[config.mk]
export PLATFORM = sky130hd
export DESIGN_NAME = berger_one_scrubber
export DESIGN_NICKNAME = d
export VERILOG_FILES = /design/src/rtl/berger_one_pkg.sv /design/src/rtl/berger_one_check.sv /design/src/rtl/berger_one_scrubber.sv
export SDC_FILE = /design/constraint.sdc
export NUM_CORES = 1
export LEC_CHECK = 0
export ABC_CLOCK_PERIOD_IN_PS = 14300
export CAP_MARGIN = 30
export CORE_MARGIN = 2
export CORE_UTILIZATION = 30
export DETAILED_ROUTE_END_ITERATION = 8
export PLACE_DENSITY = 0.54
export REMOVE_ABC_BUFFERS = 1
export SKIP_CTS_REPAIR_TIMING = 1
export SYNTH_ARGS = -nofsm -noshare
export SYNTH_HDL_FRONTEND = slang
export SYNTH_SLANG_ARGS = --single-unit
[constraint.sdc]
create_clock -name clk -period 14.3 [get_ports clk]
set_input_delay 2.86 -clock clk [delete_from_list [all_inputs] [get_ports clk]]
set_output_delay 2.86 -clock clk [all_outputs]
set_load 0.01 [all_outputs]
[src/rtl/berger_one_pkg.sv]
// berger_one_pkg: shared constants, scrubber FSM states and popcount helper.
package berger_one_pkg;
  localparam int DATA_W = 8;
  localparam int CHECK_W = 4;
  localparam int ADDR_W = 4;
  typedef enum logic [1:0] {IDLE, SWEEP, DRAIN, DONE} scrub_state_t;
  function automatic logic [5:0] popcount(input logic [31:0] d);
    popcount = '0;
    for (int i = 0; i < 32; i++) popcount = popcount + 6'(d[i]);
  endfunction
endpackage

[src/rtl/berger_one_check.sv]
// berger_one_check: splits a Berger codeword and flags data/check disagreement.
module berger_one_check
  import berger_one_pkg::*;
#(
  parameter int DATA_WIDTH = DATA_W,
  parameter int CHECK_WIDTH = CHECK_W
) (
  input  logic [DATA_WIDTH+CHECK_WIDTH-1:0] codeword,
  output logic [DATA_WIDTH-1:0]             data_out,
  output logic                              mismatch
);
  assign data_out = codeword[DATA_WIDTH+CHECK_WIDTH-1:CHECK_WIDTH];
  // full check field is compared, so values above DATA_WIDTH always mismatch
  assign mismatch = popcount(32'(data_out)) != 6'(codeword[CHECK_WIDTH-1:0]);
endmodule

[src/rtl/berger_one_scrubber.sv]
// berger_one_scrubber: sweeps all memory words and tallies Berger check errors.
// Define BERGER_SCRUB_ERRMAP_EN to add the per-address err_map output.
module berger_one_scrubber
  import berger_one_pkg::*;
#(
  parameter int ADDR_WIDTH = ADDR_W,
  parameter int DATA_WIDTH = DATA_W,
  parameter int CHECK_WIDTH = CHECK_W
) (
  input  logic                              clk,
  input  logic                              rst,
  input  logic                              start,
  output logic                              mem_rd_en,
  output logic [ADDR_WIDTH-1:0]             mem_addr,
  input  logic [DATA_WIDTH+CHECK_WIDTH-1:0] mem_rdata,
  output logic                              busy,
  output logic                              done,
  output logic                              err_pulse,
  output logic [ADDR_WIDTH:0]               err_count,
  output logic [ADDR_WIDTH-1:0]             first_err_addr,
  output logic                              first_err_valid
`ifdef BERGER_SCRUB_ERRMAP_EN
  ,
  output logic [2**ADDR_WIDTH-1:0]          err_map
`endif
);
  scrub_state_t state_q, state_d;
  logic [ADDR_WIDTH-1:0] cur_q, cur_d, chk_addr_q, faddr_q;
  logic [ADDR_WIDTH:0] cnt_q;
  logic chk_v_q, fvalid_q, mismatch, accept;
  logic [DATA_WIDTH-1:0] unused_data;
`ifdef BERGER_SCRUB_ERRMAP_EN
  logic [2**ADDR_WIDTH-1:0] map_q;
  assign err_map = map_q;
`endif

  berger_one_check #(.DATA_WIDTH(DATA_WIDTH), .CHECK_WIDTH(CHECK_WIDTH)) u_check (
    .codeword(mem_rdata),
    .data_out(unused_data),
    .mismatch(mismatch)
  );

  assign accept = state_q == IDLE && start;
  assign mem_rd_en = state_q == SWEEP;
  assign mem_addr = cur_q;
  assign busy = state_q != IDLE;
  assign done = state_q == DONE;
  assign err_pulse = chk_v_q && mismatch;
  assign err_count = cnt_q;
  assign first_err_addr = faddr_q;
  assign first_err_valid = fvalid_q;

  always_comb begin
    state_d = accept ? SWEEP :
              (state_q == SWEEP && cur_q == '1) ? DRAIN :
              state_q == DRAIN ? DONE :
              state_q == DONE ? IDLE : state_q;
    cur_d = state_q == SWEEP ? cur_q + 1'b1 : '0;
  end

  always_ff @(posedge clk or posedge rst) begin
    if (rst) begin
      state_q <= IDLE;
      cur_q <= '0;
      chk_v_q <= 1'b0;
      chk_addr_q <= '0;
      cnt_q <= '0;
      faddr_q <= '0;
      fvalid_q <= 1'b0;
`ifdef BERGER_SCRUB_ERRMAP_EN
      map_q <= '0;
`endif
    end else begin
      state_q <= state_d;
      cur_q <= cur_d;
      chk_v_q <= mem_rd_en;
      chk_addr_q <= mem_addr;
      if (accept) begin
        cnt_q <= '0;
        faddr_q <= '0;
        fvalid_q <= 1'b0;
`ifdef BERGER_SCRUB_ERRMAP_EN
        map_q <= '0;
`endif
      end else if (err_pulse) begin
        cnt_q <= cnt_q + 1'b1;
        if (!fvalid_q) begin
          faddr_q <= chk_addr_q;
          fvalid_q <= 1'b1;
        end
`ifdef BERGER_SCRUB_ERRMAP_EN
        map_q[chk_addr_q] <= 1'b1;
`endif
      end
    end
  end
endmodule

# Word level (Yosys, flattened, before mapping)
# Cells that the tools add are included.
# word_totals
register_bits	21
out_inout_bits	18
# classes
add_sub_neg	9
n_eq_ne	6
mux	12
n_reduce_logical	8
# op_table
op	count
$add A6 B1 Y6	6
$mux W4	4
$mux W5	2
$mux W2	4
$ne A6 B4 Y1	1
$add A5 B1 Y5 const B	1
$add A4 B1 Y4 const B	1
$eq A2 B2 Y1 const B	2
$eq A4 B4 Y1 const B	1
$reduce_bool A2 Y1	2
$reduce_bool A4 Y1	1
$logic_and A1 B1 Y1	3
$add A1 B1 Y2	1
$eq A2 B1 Y1 const B	1
$logic_not A2 Y1	1
$mux W1	2
$ne A2 B1 Y1 const B	1
$reduce_and A2 Y1	1

# Depth between registers and ports, before layout
# Gate-level depths: netlist of run 1.
# logic_depth
depth_word	11
ltp_mapped	14

# By module
# From an unflattened synthesis of run 1, not the netlist that was laid out.
# hier_totals
cells_unflattened	108
hier_area_um2	1117.3
# modules_own_cells
mod	instances	cells_per_inst	area_per_inst_um2	seq_area_each_um2
berger_one_scrubber	1	71	825.8	525.5
berger_one_check	1	37	291.5	0.0

# Worst setup path after synthesis of run 1
# OpenSTA, ideal clock, no wires.
# synth_timing
path_type	input-to-output
startpoint	input mem_rdata[4]
endpoint	output err_pulse
arrival_ns	5.822
required_ns	11.440
path_slack_ns	5.618
path_stages	12
path_buffers	0
path_cell_list	ha_1 -> inv_1 -> fa_1 -> fa_1 -> inv_1 -> fa_1 -> inv_1 -> fa_1 -> xor2_1 -> nand2_1 -> o41ai_4 -> inv_1
# synth_between
elab_chain_len	9
# synth_rtl
item	line_no	source
start, declared	berger_one_scrubber.sv:15	input logic [DATA_WIDTH+CHECK_WIDTH-1:0] mem_rdata,
$add A1 B1 Y2	berger_one_pkg.sv:9	for (int i = 0; i < 32; i++) popcount = popcount + 6'(d[i]);
$add A6 B1 Y6 (6 in series)	berger_one_pkg.sv:9	
$ne A6 B4 Y1	berger_one_check.sv:14	assign mismatch = popcount(32'(data_out)) != 6'(codeword[CHECK_WIDTH-1:0]);
$logic_and A1 B1 Y1	berger_one_scrubber.sv:48	assign err_pulse = chk_v_q && mismatch;
end, declared	berger_one_scrubber.sv:18	output logic err_pulse,
# No other way between the ends.

# Worst setup path after layout of run 1
# Ends and elaborated chain as after synthesis.

==> results of run 1 <==
through the flow:
stage          hold WS, ns  std cells  power [uW]
2_1_floorplan       0.4571        101       175.4
5_1_grt             0.4620        185       296.2
3_3_place_gp        0.4229        181       236.5
3_5_place_dp        0.4222        181       238.4
6_report            0.4380        185       274.1
4_1_cts             0.4389        185       277.9
worst paths after layout:
| check | from | end | cells after the start |
|---|---|---|---|
| max in group asynchronous | rst | first_err_valid | 2 |
| min | mem_addr[1] | chk_addr_q[1] | 0 |
| min in group asynchronous | rst | state_q[0] | 2 |
| max | mem_rdata[4] | err_pulse | 14 |
| min reg2reg | mem_addr[1] | chk_addr_q[1] | 0 |
| max reg2reg | err_count[0] | err_count[2] | 4 |
cell usage in the layout, fill, tap and decap left out, drive strengths merged, types with 2 or more instances in the layout:
| master | Yosys | routed |
|---|---|---|
| o21ai | 4 | 4 |
| and2 | 3 | 3 |
| ha | 5 | 5 |
| clkbuf | 1 | 4 |
| inv | 16 | 16 |
| o31ai | 4 | 4 |
| clkdlybuf4s50 | 0 | 32 |
| xor2 | 3 | 3 |
| fa | 4 | 4 |
| o21a | 2 | 2 |
| nand2 | 7 | 7 |
| nor2 | 6 | 6 |
| nand3 | 4 | 4 |
| or3 | 3 | 3 |
| o211ai | 4 | 4 |
| xnor2 | 4 | 4 |
| dfrtp | 21 | 21 |
| a21oi | 4 | 4 |
worst max-delay path: cells and delay by family:
kind,cells,cell delay (ns)
adders and majority gates,5,1.98
buffers and inverters,6,1.25
AOI/OAI and AO/OA,1,0.78
xor gates and xnor gates,1,0.16
and+or+nand+nor,1,0.11
kinds of logic (layout without fill, tap and decap cells):
| kind of cell | Yosys count | after routing | synth area share, % |
|---|---|---|---|
| AND/OR/NAND/NOR | 27 | 27 | 11.80 |
| AO/OA/AOI/OAI | 21 | 21 | 14.05 |
| flip-flops | 21 | 21 | 47.19 |
| buffers and inverters | 19 | 52 | 8.651 |
| adder cells (fa/ha/maj) | 9 | 9 | 12.81 |
| XOR/XNOR | 7 | 7 | 5.506 |
flip-flops by register name, summed over array words and instances (netlist names):
signal           count
chk_addr_q           4
chk_v_q              1
err_count            5
first_err_addr       4
first_err_valid      1
mem_addr             4
state_q              2
per-layer routing:
metal / GRT usage [%] / wire length, um
met1: 11.89 / 933
met2: 17.91 / 935
met3: 3.125 / 159
met4: 4.787 / 40
met5: 0 / 0
power groups by stage:
stage / combinational [uW] / sequential [uW] / clock (uW)
finish: 129 / 107 / 38.1
global route: 143 / 111 / 41.8
CTS: 131 / 107 / 39.6
detailed placement: 130 / 108 / 0
global placement: 129 / 108 / 0
floorplan: 62.7 / 113 / 0
layout make-up:
type / count / area share [%]
flip-flops and latches: 21 / 34.97
multi-input cells: 64 / 32.72
repair buffers: 32 / 21.32
inverters: 16 / 3.997
well taps: 48 / 3.997
clock buffers: 4 / 2.998
==> flow_summary.json, run 1 <==
{
  "routed_wl_um": 2067,
  "setup_ws_ns": 4.311,
  "drv_slew": 0,
  "grt_max_degree": 22,
  "area_growth_pct": 34.94,
  "cpMaxStageDelayCell": "o41ai_4",
  "fin_tns_setup_ns": 0,
  "r2r_slack_ns": 12.98,
  "dp_hpwl_um": 1598,
  "synth_top_area_share_pct": 47.19,
  "syn_inst": 104,
  "final-setup-viol-count": 0,
  "fin_crit_ns": 9.989,
  "die_x_um": 64.93,
  "grt_use_total_pct": 10.45,
  "total_switching_power_uw": 99.27,
  "ys_ff_latch": 21,
  "grt_pass1_vias": 812,
  "fin_nets": 162,
  "cts_root_buf": "clkbuf_8",
  "io-pin-count": 33,
  "crit_chain": "clkdlybuf4s50_1, ha_1, inv_1, fa_1, fa_1, inv_1, fa_1, inv_1, fa_1, xor2_1, nand2_1, o41ai_4, inv_1, clkdlybuf4s50_1",
  "postSynth.asyncResetShare_pct": 100.0,
  "rows": 22,
  "fmax_mhz": 100.1,
  "powerDensity_nw_per_um2": 182.4,
  "seqPwrFrac_pct": 38.9,
  "cp-start-kind": "input port",
  "path_class": "in -> out",
  "peakVddDrop_mv": 0.09172,
  "syn-mean-instance-area_um2": 10.71,
  "cp_slowest_stage_delay_ns": 0.78,
  "place_area_um2": 1458,
  "ys_seq_area_share_pct": 47.19,
  "finish.utilization_pct": 41.67,
  "synthTopCellsByArea": "dfrtp_1 47%, fa_1 7.2%, ha_1 5.6%",
  "syn-cell-area_um2": 1114,
  "hold_viol_final": 0,
  "endpoint_kind": "output port",
  "n_fill_cell": 343,
  "multi_input_area_um2": 491.7,
  "htreeDepth": 1,
  "clk_latency_ns": 0.26,
  "wl_per_cell_um": 11.17,
  "grt_pass1_wl_um": 3408,
  "cts.sinks": 21,
  "clk_pin_slew_ns": 0.07,
  "status": "finished clean",
  "cts_tree": "done",
  "n_antenna_cell": 0,
  "drt-vias-per-instance": 4.470,
  "ys_warn_count": 0,
  "min-delay-path-class": "reg -> reg",
  "first_pass_iters": 4,
  "arrival_ns": 7.13,
  "drive_above_1_share_pct": 3.650,
  "core_area_um2": 3606,
  "cts_buffer_depth": 2,
  "die-area_um2": 4215,
  "yosysTopAreaCell": "dfrtp_1",
  "skew_ns": 0.004724,
  "p_leak_uw": 0.0006744,
  "period_share_pct": 69.85,
  "drt-initial-drc-count": 8,
  "p_int_uw": 174.8,
  "rsz0062_at_grt": "false",
  "drc": 0,
  "ys_types": 26,
  "critPathRequiredTime_ns": 11.44,
  "antenna_found_initial": 0,
  "synthFlopType": "dfrtp_1",
  "port_buffers": 32,
  "die_h_um": 64.93,
  "grt_overflow": 0,
  "synth_edf_count": 0,
  "yosysMostFrequentCell": "dfrtp_1",
  "vias": 827,
  "critPathMaxFanout": 18,
  "sw_frac_of_total_pct": 36.22,
  "gp_congestion": 0.6934,
  "regArea_um2": 525.5,
  "start_util_pct": 30.88,
  "slew_headroom_pct": 42.59,
  "synthTopCellsByCount": "21 x dfrtp_1, 16 x inv_1, 7 x nand2_1",
  "cts_buffers": 3,
  "clock_power_share_pct": 13.9,
  "power.combinational.fraction_pct": 47.1,
  "postRouteAntennaNets": 0,
  "pre_cts_ws_ns": 4.269,
  "drv_cap": 0,
  "tightest_slew_ns": 0.8582,
  "final_area_um2": 1503
}
No activity file was read; power rests on OpenSTA's default activity.
==> inputs of run 2 (changes only) <==
- ABC_CLOCK_PERIOD_IN_PS: 14300 -> 8100
- PLACE_DENSITY: 0.54 -> 0.56
- clock period: 14.3 -> 8.1 ns (I/O delays scaled with it)
==> run 2 against run 1 <==
Combinational power is 79% higher. Worst hold slack better by 0.0072 ns. Final area is 0.75% higher. Non-clock buffer count is 1 higher. Core utilization is 0.31 points higher. Highest routed layer is now met3.
==> flow_summary.json, run 2 (same netlist as run 1, synthesis figures left out) <==
{
  "tightest_slew_ns": 0.7638,
  "die_h_um": 64.93,
  "final_common_cell": "clkdlybuf4s50_1",
  "period_share_pct": 88.88,
  "cts_tree": "done",
  "final_area_um2": 1514,
  "endpoint_kind": "output port",
  "area_growth_pct": 35.95,
  "cp-start-kind": "input port",
  "core_area_um2": 3606,
  "final-setup-viol-count": 0,
  "rsz0062_at_grt": "false",
  "drive_above_1_share_pct": 5.072,
  "htreeDepth": 1,
  "routed_wl_um": 2003,
  "grt_max_degree": 22,
  "grt_pass1_vias": 832,
  "rows": 22,
  "start_util_pct": 30.88,
  "port_buffers": 32,
  "critPathRequiredTime_ns": 6.48,
  "slew_headroom_pct": 49.02,
  "vias": 805,
  "drv_slew": 0,
  "cts_root_buf": "clkbuf_8",
  "io-pin-count": 33,
  "die_x_um": 64.93,
  "status": "finished clean",
  "fmax_mhz": 138.9,
  "p_leak_uw": 0.0006786,
  "drv_cap": 0,
  "largest_reg_flops": 5,
  "cts_buffers": 3,
  "postRouteAntennaNets": 0,
  "min-delay-path-class": "reg -> reg",
  "gp_congestion": 0.6610,
  "cts.sinks": 21,
  "fin_tns_setup_ns": 0,
  "first_pass_iters": 4,
  "skew_ns": 0.002597,
  "regArea_um2": 525.5,
  "multi_input_area_um2": 491.7,
  "path_class": "in -> out",
  "antenna_found_initial": 0,
  "drt-vias-per-instance": 4.328,
  "n_fill_cell": 364,
  "hold_viol_final": 0,
  "cts_buffer_depth": 2,
  "most-common-layout-cells": "32 x clkdlybuf4s50_1, 21 x dfrtp_1, 16 x inv_1",
  "critPathMaxFanout": 18,
  "grt_overflow": 0,
  "n_antenna_cell": 0,
  "place_area_um2": 1465,
  "drc": 0,
  "dp_hpwl_um": 1575,
  "die-area_um2": 4215,
  "peakVddDrop_mv": 0.1445,
  "fin_nets": 163,
  "arrival_ns": 5.58,
  "grt_pass1_wl_um": 3505,
  "clk_latency_ns": 0.26,
  "powerDensity_nw_per_um2": 321.8,
  "wl_per_cell_um": 10.77,
  "drt-initial-drc-count": 13,
  "grt_use_total_pct": 10.43,
  "fin_crit_ns": 7.199,
  "clk_pin_slew_ns": 0.08
}
==> run 2: critical path: stages <==
cell and delay [ns]:
clkdlybuf4s50_1 0.41, ha_1 0.30, inv_1 0.07, fa_1 0.42, fa_1 0.49, inv_1 0.05, fa_1 0.37, inv_1 0.08
fa_1 0.42, xor2_1 0.17, nand2_1 0.11, o41ai_4 0.28, buf_4 0.25, inv_1 0.07, clkdlybuf4s50_1 0.47
==> run 2: metrics by stage <==
step | worst slack (ns) | cells | hold slack (ns) | util, % | power (uW)
after floorplan | 1.684 | 101 | 0.4571 | - | 309.7
after global placement | 0.9551 | 182 | 0.4236 | 40.63 | 419.7
after detailed placement | 0.8988 | 182 | 0.4275 | 40.63 | 426.2
after CTS | 0.8794 | 186 | 0.4501 | 41.98 | 496.5
after global routing | 0.6677 | 186 | 0.4785 | 41.98 | 531.9
final | 0.9009 | 186 | 0.4452 | 41.98 | 487.1
==> run 2: cell type report <==
class / instances / area share [%]
Clock inverter: 1 / 0.4959
Inverter: 16 / 3.967
Tap cell: 48 / 3.967
Sequential cell: 21 / 34.71
Timing Repair Buffer: 33 / 21.65
Clock buffer: 3 / 2.727
Multi-Input combinational cell: 64 / 32.48
==> run 2: per-layer routing <==
| metal | track usage (%) | vias up | share of wire [%] |
|---|---|---|---|
| li1 | - | 408 | - |
| met2 | 16.88 | 25 | 45 |
| met5 | 0 | - | 0 |
| met1 | 13.50 | 372 | 48 |
| met4 | 3.191 | 0 | 0 |
| met3 | 2.951 | 0 | 7.6 |
==> run 2: worst paths after layout <==
kind | slack [ns] | cells past startpoint | startpoint | endpoint
min reg2reg | 0.45 | 0 | mem_addr[1] | chk_addr_q[1]
max in group asynchronous | 5.83 | 2 | rst | err_count[2]
max | 0.90 | 15 | mem_rdata[4] | err_pulse
max reg2reg | 6.77 | 4 | err_count[0] | err_count[2]
min | 0.45 | 0 | mem_addr[1] | chk_addr_q[1]
min in group asynchronous | 1.80 | 2 | rst | state_q[1]
==> run 2: report_power, final <==
| part | switching [uW] | leakage (uW) | internal [uW] | total (uW) |
|---|---|---|---|---|
| combinational | 105 | 0.000397 | 126 | 231 |
| clock | 33.4 | 0.0000217 | 34.7 | 68.0 |
| sequential | 37.2 | 0.000260 | 150 | 188 |
| total | 176 | 0.000679 | 311 | 487 |
==> inputs of run 3 (changes only) <==
- CORE_UTILIZATION: 30 -> 41
- PLACE_DENSITY: 0.56 -> 0.73
==> run 3 against run 2 <==
Flip-flop and latch count is the same. Combinational power about the same. Core utilization rose by 16 points. Cell count fell by 9.7%. Clock power fell by 29%. Register-to-register slack hardly changed. Maximum frequency about the same. Critical path depth is the same. Clock skew increased by 0.0025 ns. Via count grew 2.9%. Worst setup slack gained 0.0021 ns. Count of clock-buffer cells in the layout is 1 higher. Largest cell class unchanged.
==> flow_summary.json, run 3 (same netlist as run 1, synthesis figures left out) <==
{
  "dp_hpwl_um": 1624,
  "critPathRequiredTime_ns": 6.48,
  "rsz0062_at_grt": "false",
  "final_area_um2": 1469,
  "grt_use_total_pct": 15.09,
  "drive_above_1_share_pct": 4.348,
  "top_layer": "met4",
  "holdPathStages": 0,
  "wl_met1_um": 938,
  "pre_cts_ws_ns": 0.8937,
  "vias": 828,
  "p_total_uw": 468.6,
  "n_antenna_cell": 0,
  "endpoint_kind": "output port",
  "power.combinational.fraction_pct": 49.4,
  "hold_viol_final": 0,
  "area_growth_pct": 31.91,
  "cp-start-kind": "input port",
  "setup_ws_ns": 0.9030,
  "start_util_pct": 44.15,
  "fmax_mhz": 138.9,
  "slew_headroom_pct": 49.36,
  "antenna_found_initial": 0,
  "fin_nets": 163,
  "seqPwrFrac_pct": 40.2,
  "arrival_ns": 5.58,
  "worst-r2r-cell-count": 4,
  "grt_pass1_vias": 883,
  "clk_pin_slew_ns": 0.11,
  "critPathMaxFanout": 18,
  "rows": 18,
  "drv_cap": 0,
  "drc": 0,
  "sw_frac_of_total_pct": 36.96,
  "wl_met3_um": 112,
  "clock_power_share_pct": 10.4,
  "status": "finished clean",
  "dr_wl_met2_um": 1006,
  "final_common_cell": "clkdlybuf4s50_1",
  "die_h_um": 56.12,
  "p_leak_uw": 0.0006718,
  "cts_tree": "done",
  "first_pass_iters": 2,
  "fin_crit_ns": 7.197,
  "tightest_slew_ns": 0.7588,
  "grt_overflow": 0,
  "port_buffers": 32,
  "powerDensity_nw_per_um2": 319.0,
  "die-area_um2": 3149,
  "gp_congestion": 0.7273,
  "peakVddDrop_mv": 0.1871,
  "drt-initial-drc-count": 13,
  "cts_buffers": 3,
  "routed_wl_um": 2071,
  "place_area_um2": 1443,
  "htreeDepth": 1,
  "grt_pass1_wl_um": 3795,
  "p_int_uw": 295.4,
  "most-common-layout-cells": "32 x clkdlybuf4s50_1, 21 x dfrtp_1, 16 x inv_1",
  "core_area_um2": 2522,
  "cts_buffer_depth": 2,
  "cts.sinks": 21,
  "io-pin-count": 33,
  "fin_tns_setup_ns": 0,
  "min-delay-path-class": "reg -> reg",
  "drv_slew": 0,
  "grt_max_degree": 22,
  "skew_ns": 0.005051,
  "path_class": "in -> out",
  "postRouteAntennaNets": 0,
  "final-setup-viol-count": 0,
  "die_x_um": 56.12,
  "cts_root_buf": "clkbuf_4",
  "total_switching_power_uw": 173.2,
  "period_share_pct": 88.85,
  "largest_reg_flops": 5,
  "clk_latency_ns": 0.29,
  "drt-vias-per-instance": 4.929,
  "wl_per_cell_um": 12.33
}
-- run 3: routing by layer --
layer,up-vias,track usage [%]
met3,2,3.488
met2,24,25.21
met1,391,18.68
met4,0,6.122
met5,-,0
li1,411,-
-- run 3: path summary, 6_finish.rpt --
| check | start | to | slack [ns] |
|---|---|---|---|
| setup / recovery | mem_rdata[4] | err_pulse | 0.90 |
| hold / removal | mem_addr[1] | chk_addr_q[1] | 0.44 |
| min in group asynchronous | rst | state_q[0] | 1.74 |
| max in group asynchronous | rst | first_err_addr[1] | 5.88 |
| setup reg to reg | err_count[0] | err_count[2] | 6.77 |
| hold reg to reg | mem_addr[1] | chk_addr_q[1] | 0.44 |
-- run 3: final cells by class --
class | count | area, um2
Clock buffer | 4 | 26.28
Fill cell | 235 | 1054
Inverter | 16 | 60.06
Multi-Input combinational cell | 64 | 491.7
Sequential cell | 21 | 525.5
Tap cell | 30 | 37.54
Timing Repair Buffer | 33 | 327.8
-- run 3: power by group through the flow --
stage,registers [uW],clock network (uW),logic (uW)
after CTS,189,51.5,236
after global placement,189,0,228
final,188,48.6,232
after detailed placement,191,0,235
after floorplan,199,0,111
after global routing,195,56.2,257
-- run 3: stage by stage --
stage                     util, %  cells  hold slack [ns]
after detailed placement    57.19    164           0.4229
after CTS                   58.23    168           0.4524
after global routing        58.23    168           0.4727
after global placement      57.19    164           0.4221
final                       58.23    168           0.4449
after floorplan                 -    101           0.4571
-- run 3: critical path, stage by stage --
cell,delay [ns]
clkdlybuf4s50_1,0.41
ha_1,0.29
inv_1,0.07
fa_1,0.42
fa_1,0.49
inv_1,0.05
fa_1,0.37
inv_1,0.08
fa_1,0.42
xor2_1,0.17
nand2_1,0.10
o41ai_4,0.28
buf_4,0.26
inv_1,0.07
clkdlybuf4s50_1,0.48
==> RTL edit (settings of run 3) <==
Add a define of `BERGER_SCRUB_ERRMAP_EN`.
--- a/src/rtl/berger_one_scrubber.sv
+++ b/src/rtl/berger_one_scrubber.sv
@@ -2,2 +2,4 @@
 // Define BERGER_SCRUB_ERRMAP_EN to add the per-address err_map output.
+`define BERGER_SCRUB_ERRMAP_EN
+
 module berger_one_scrubber
Formal check against the unedited RTL (old outputs only; new: err_map): equivalent (Yosys induction, for registers that start in step).
==> RTL edit against run 3 <==
- hold slack worse by 0.00078 ns
- sequential share of layout area is 3.3 points higher
- design area is 61% higher
- maximum frequency is 2.8% higher
- sequential cell count is 16 higher
- worst setup slack better by 0.19 ns
- highest routed layer unchanged
- synthesized area is 58% higher
- total power is 88% higher
- largest cell class unchanged
- wire length is 78% higher
==> RTL edit: results (changes against run 3) <==
[timing]
skew_ns=0.00711  ; +0.00206 ns
tightest_slew_ns=0.832  ; +0.0731 ns
fmax_mhz=143  ; +2.8%

[worst_setup_path]
cp_max_fo=2  ; -16
r2r_slack_ns=6.50  ; -0.27 ns
timing.rr.start=state_q[1]
slowest_stage=fa_1
crit_family=adder cells
critical_path.startpoint=mem_rdata[4]
worst_r2r_path_depth=4  ; unchanged
cp_data_arrival_time_ns=5.38  ; -0.20 ns
r2r_end=err_map[14]

[synthesis]
synthAdderAreaFrac=0.0810  ; -0.0471
synth.area.mux_share=0.0227  ; +0.0227
synth_top_cells_by_count=37 x dfrtp_1, 25 x nand2_1, 16 x inv_1
synth_seq_area_share=0.526  ; +0.0540
synth_compound_area_frac=0.131  ; -0.00896
yosys-top-cells-area=dfrtp_1 53%, o41ai_1 6.0%, nand2_1 5.3%, fa_1 4.5%, ha_1 3.6%
yosys.cell_types.count=28  ; +7.7%
synth_top_area_frac=0.526  ; +0.0540
synth_top_flop_cell=dfrtp_1
synth_xor_xnor_area_share=0.0348  ; -0.0202

[global_route]
grt_pass1_vias=1244  ; +41%
use_met2=0.246  ; -0.00637
grt_use_total=0.160  ; +0.00962
grt_max_degree=38  ; +73%
globalRouteMet1Util=0.212  ; +0.0256
grt_pass1_wl_mm=6.04  ; +59%
antenna_found_initial=0  ; unchanged
grt_use_met3=0.0538  ; +0.0189

[hold_path]
hold_path.class=flip-flop to flip-flop
hold_depth=0  ; unchanged

[power]
ir_worst_vdd_v=0.000192  ; +2.4%
p_clk_uw=132  ; +170%
internal_power_uw=554  ; +88%
combPwrFrac=0.471  ; -0.023
p_leak_uw=0.00105  ; +56%

[place]
place.detailed.hpwl_mm=2.60  ; +60%
place_worst_setup_slack_ns=1.07  ; +0.180 ns
io_buffers=48  ; +50%
routabilityCongestion=0.766  ; +5.3%

[layout]
nets=238  ; +46%
largest_register_ffs=16  ; +11
antenna_cells=0  ; unchanged
fill_cells=342  ; +46%
drive_gt1_frac=0.0654  ; +0.0219

[drt]
vias=1341  ; +62%
dr.pass1.iters=4  ; +2
drtIter0Drc=116  ; +103
wl_per_cell_um=14.0  ; +13%

[cts]
htreeDepth=2  ; +1
path_clk_slew_ns=0.07  ; -0.04 ns
numCtsBuffers=5  ; +2
cts-root-buf=clkbuf_8

[outcome]
status=complete, no violations

-- RTL edit: routing by layer --
metal | routed length [µm] | part of all wire | vias to the layer above
met5 | 0 | 0 | -
met1 | 1650 | 0.45 | 647
li1 | - | - | 660
met2 | 1820 | 0.49 | 30
met4 | 33 | 0.0089 | 0
met3 | 185 | 0.050 | 4
-- RTL edit: layout make-up --
cell class                 count  area (µm²)  share of cell area
timing repair buffer          50         495               0.209
multi-input combinational    104         737               0.311
tap                           50        62.6              0.0264
clock inverter                 1        7.51             0.00317
inverter                      16        60.1              0.0253
sequential                    37         926               0.391
clock buffer                   6        82.6              0.0348
-- RTL edit: through the flow --
step                      utilization  std cells  hold slack (ns)  area [µm²]  power, µW
final                           0.584        264            0.444        2370        881
after global routing            0.584        264            0.466        2370        943
after CTS                       0.584        264            0.443        2370        888
after detailed placement        0.562        257            0.423        2280        754
after global placement          0.562        257            0.425        2280        746
after floorplan                     -        157            0.457        1720        542
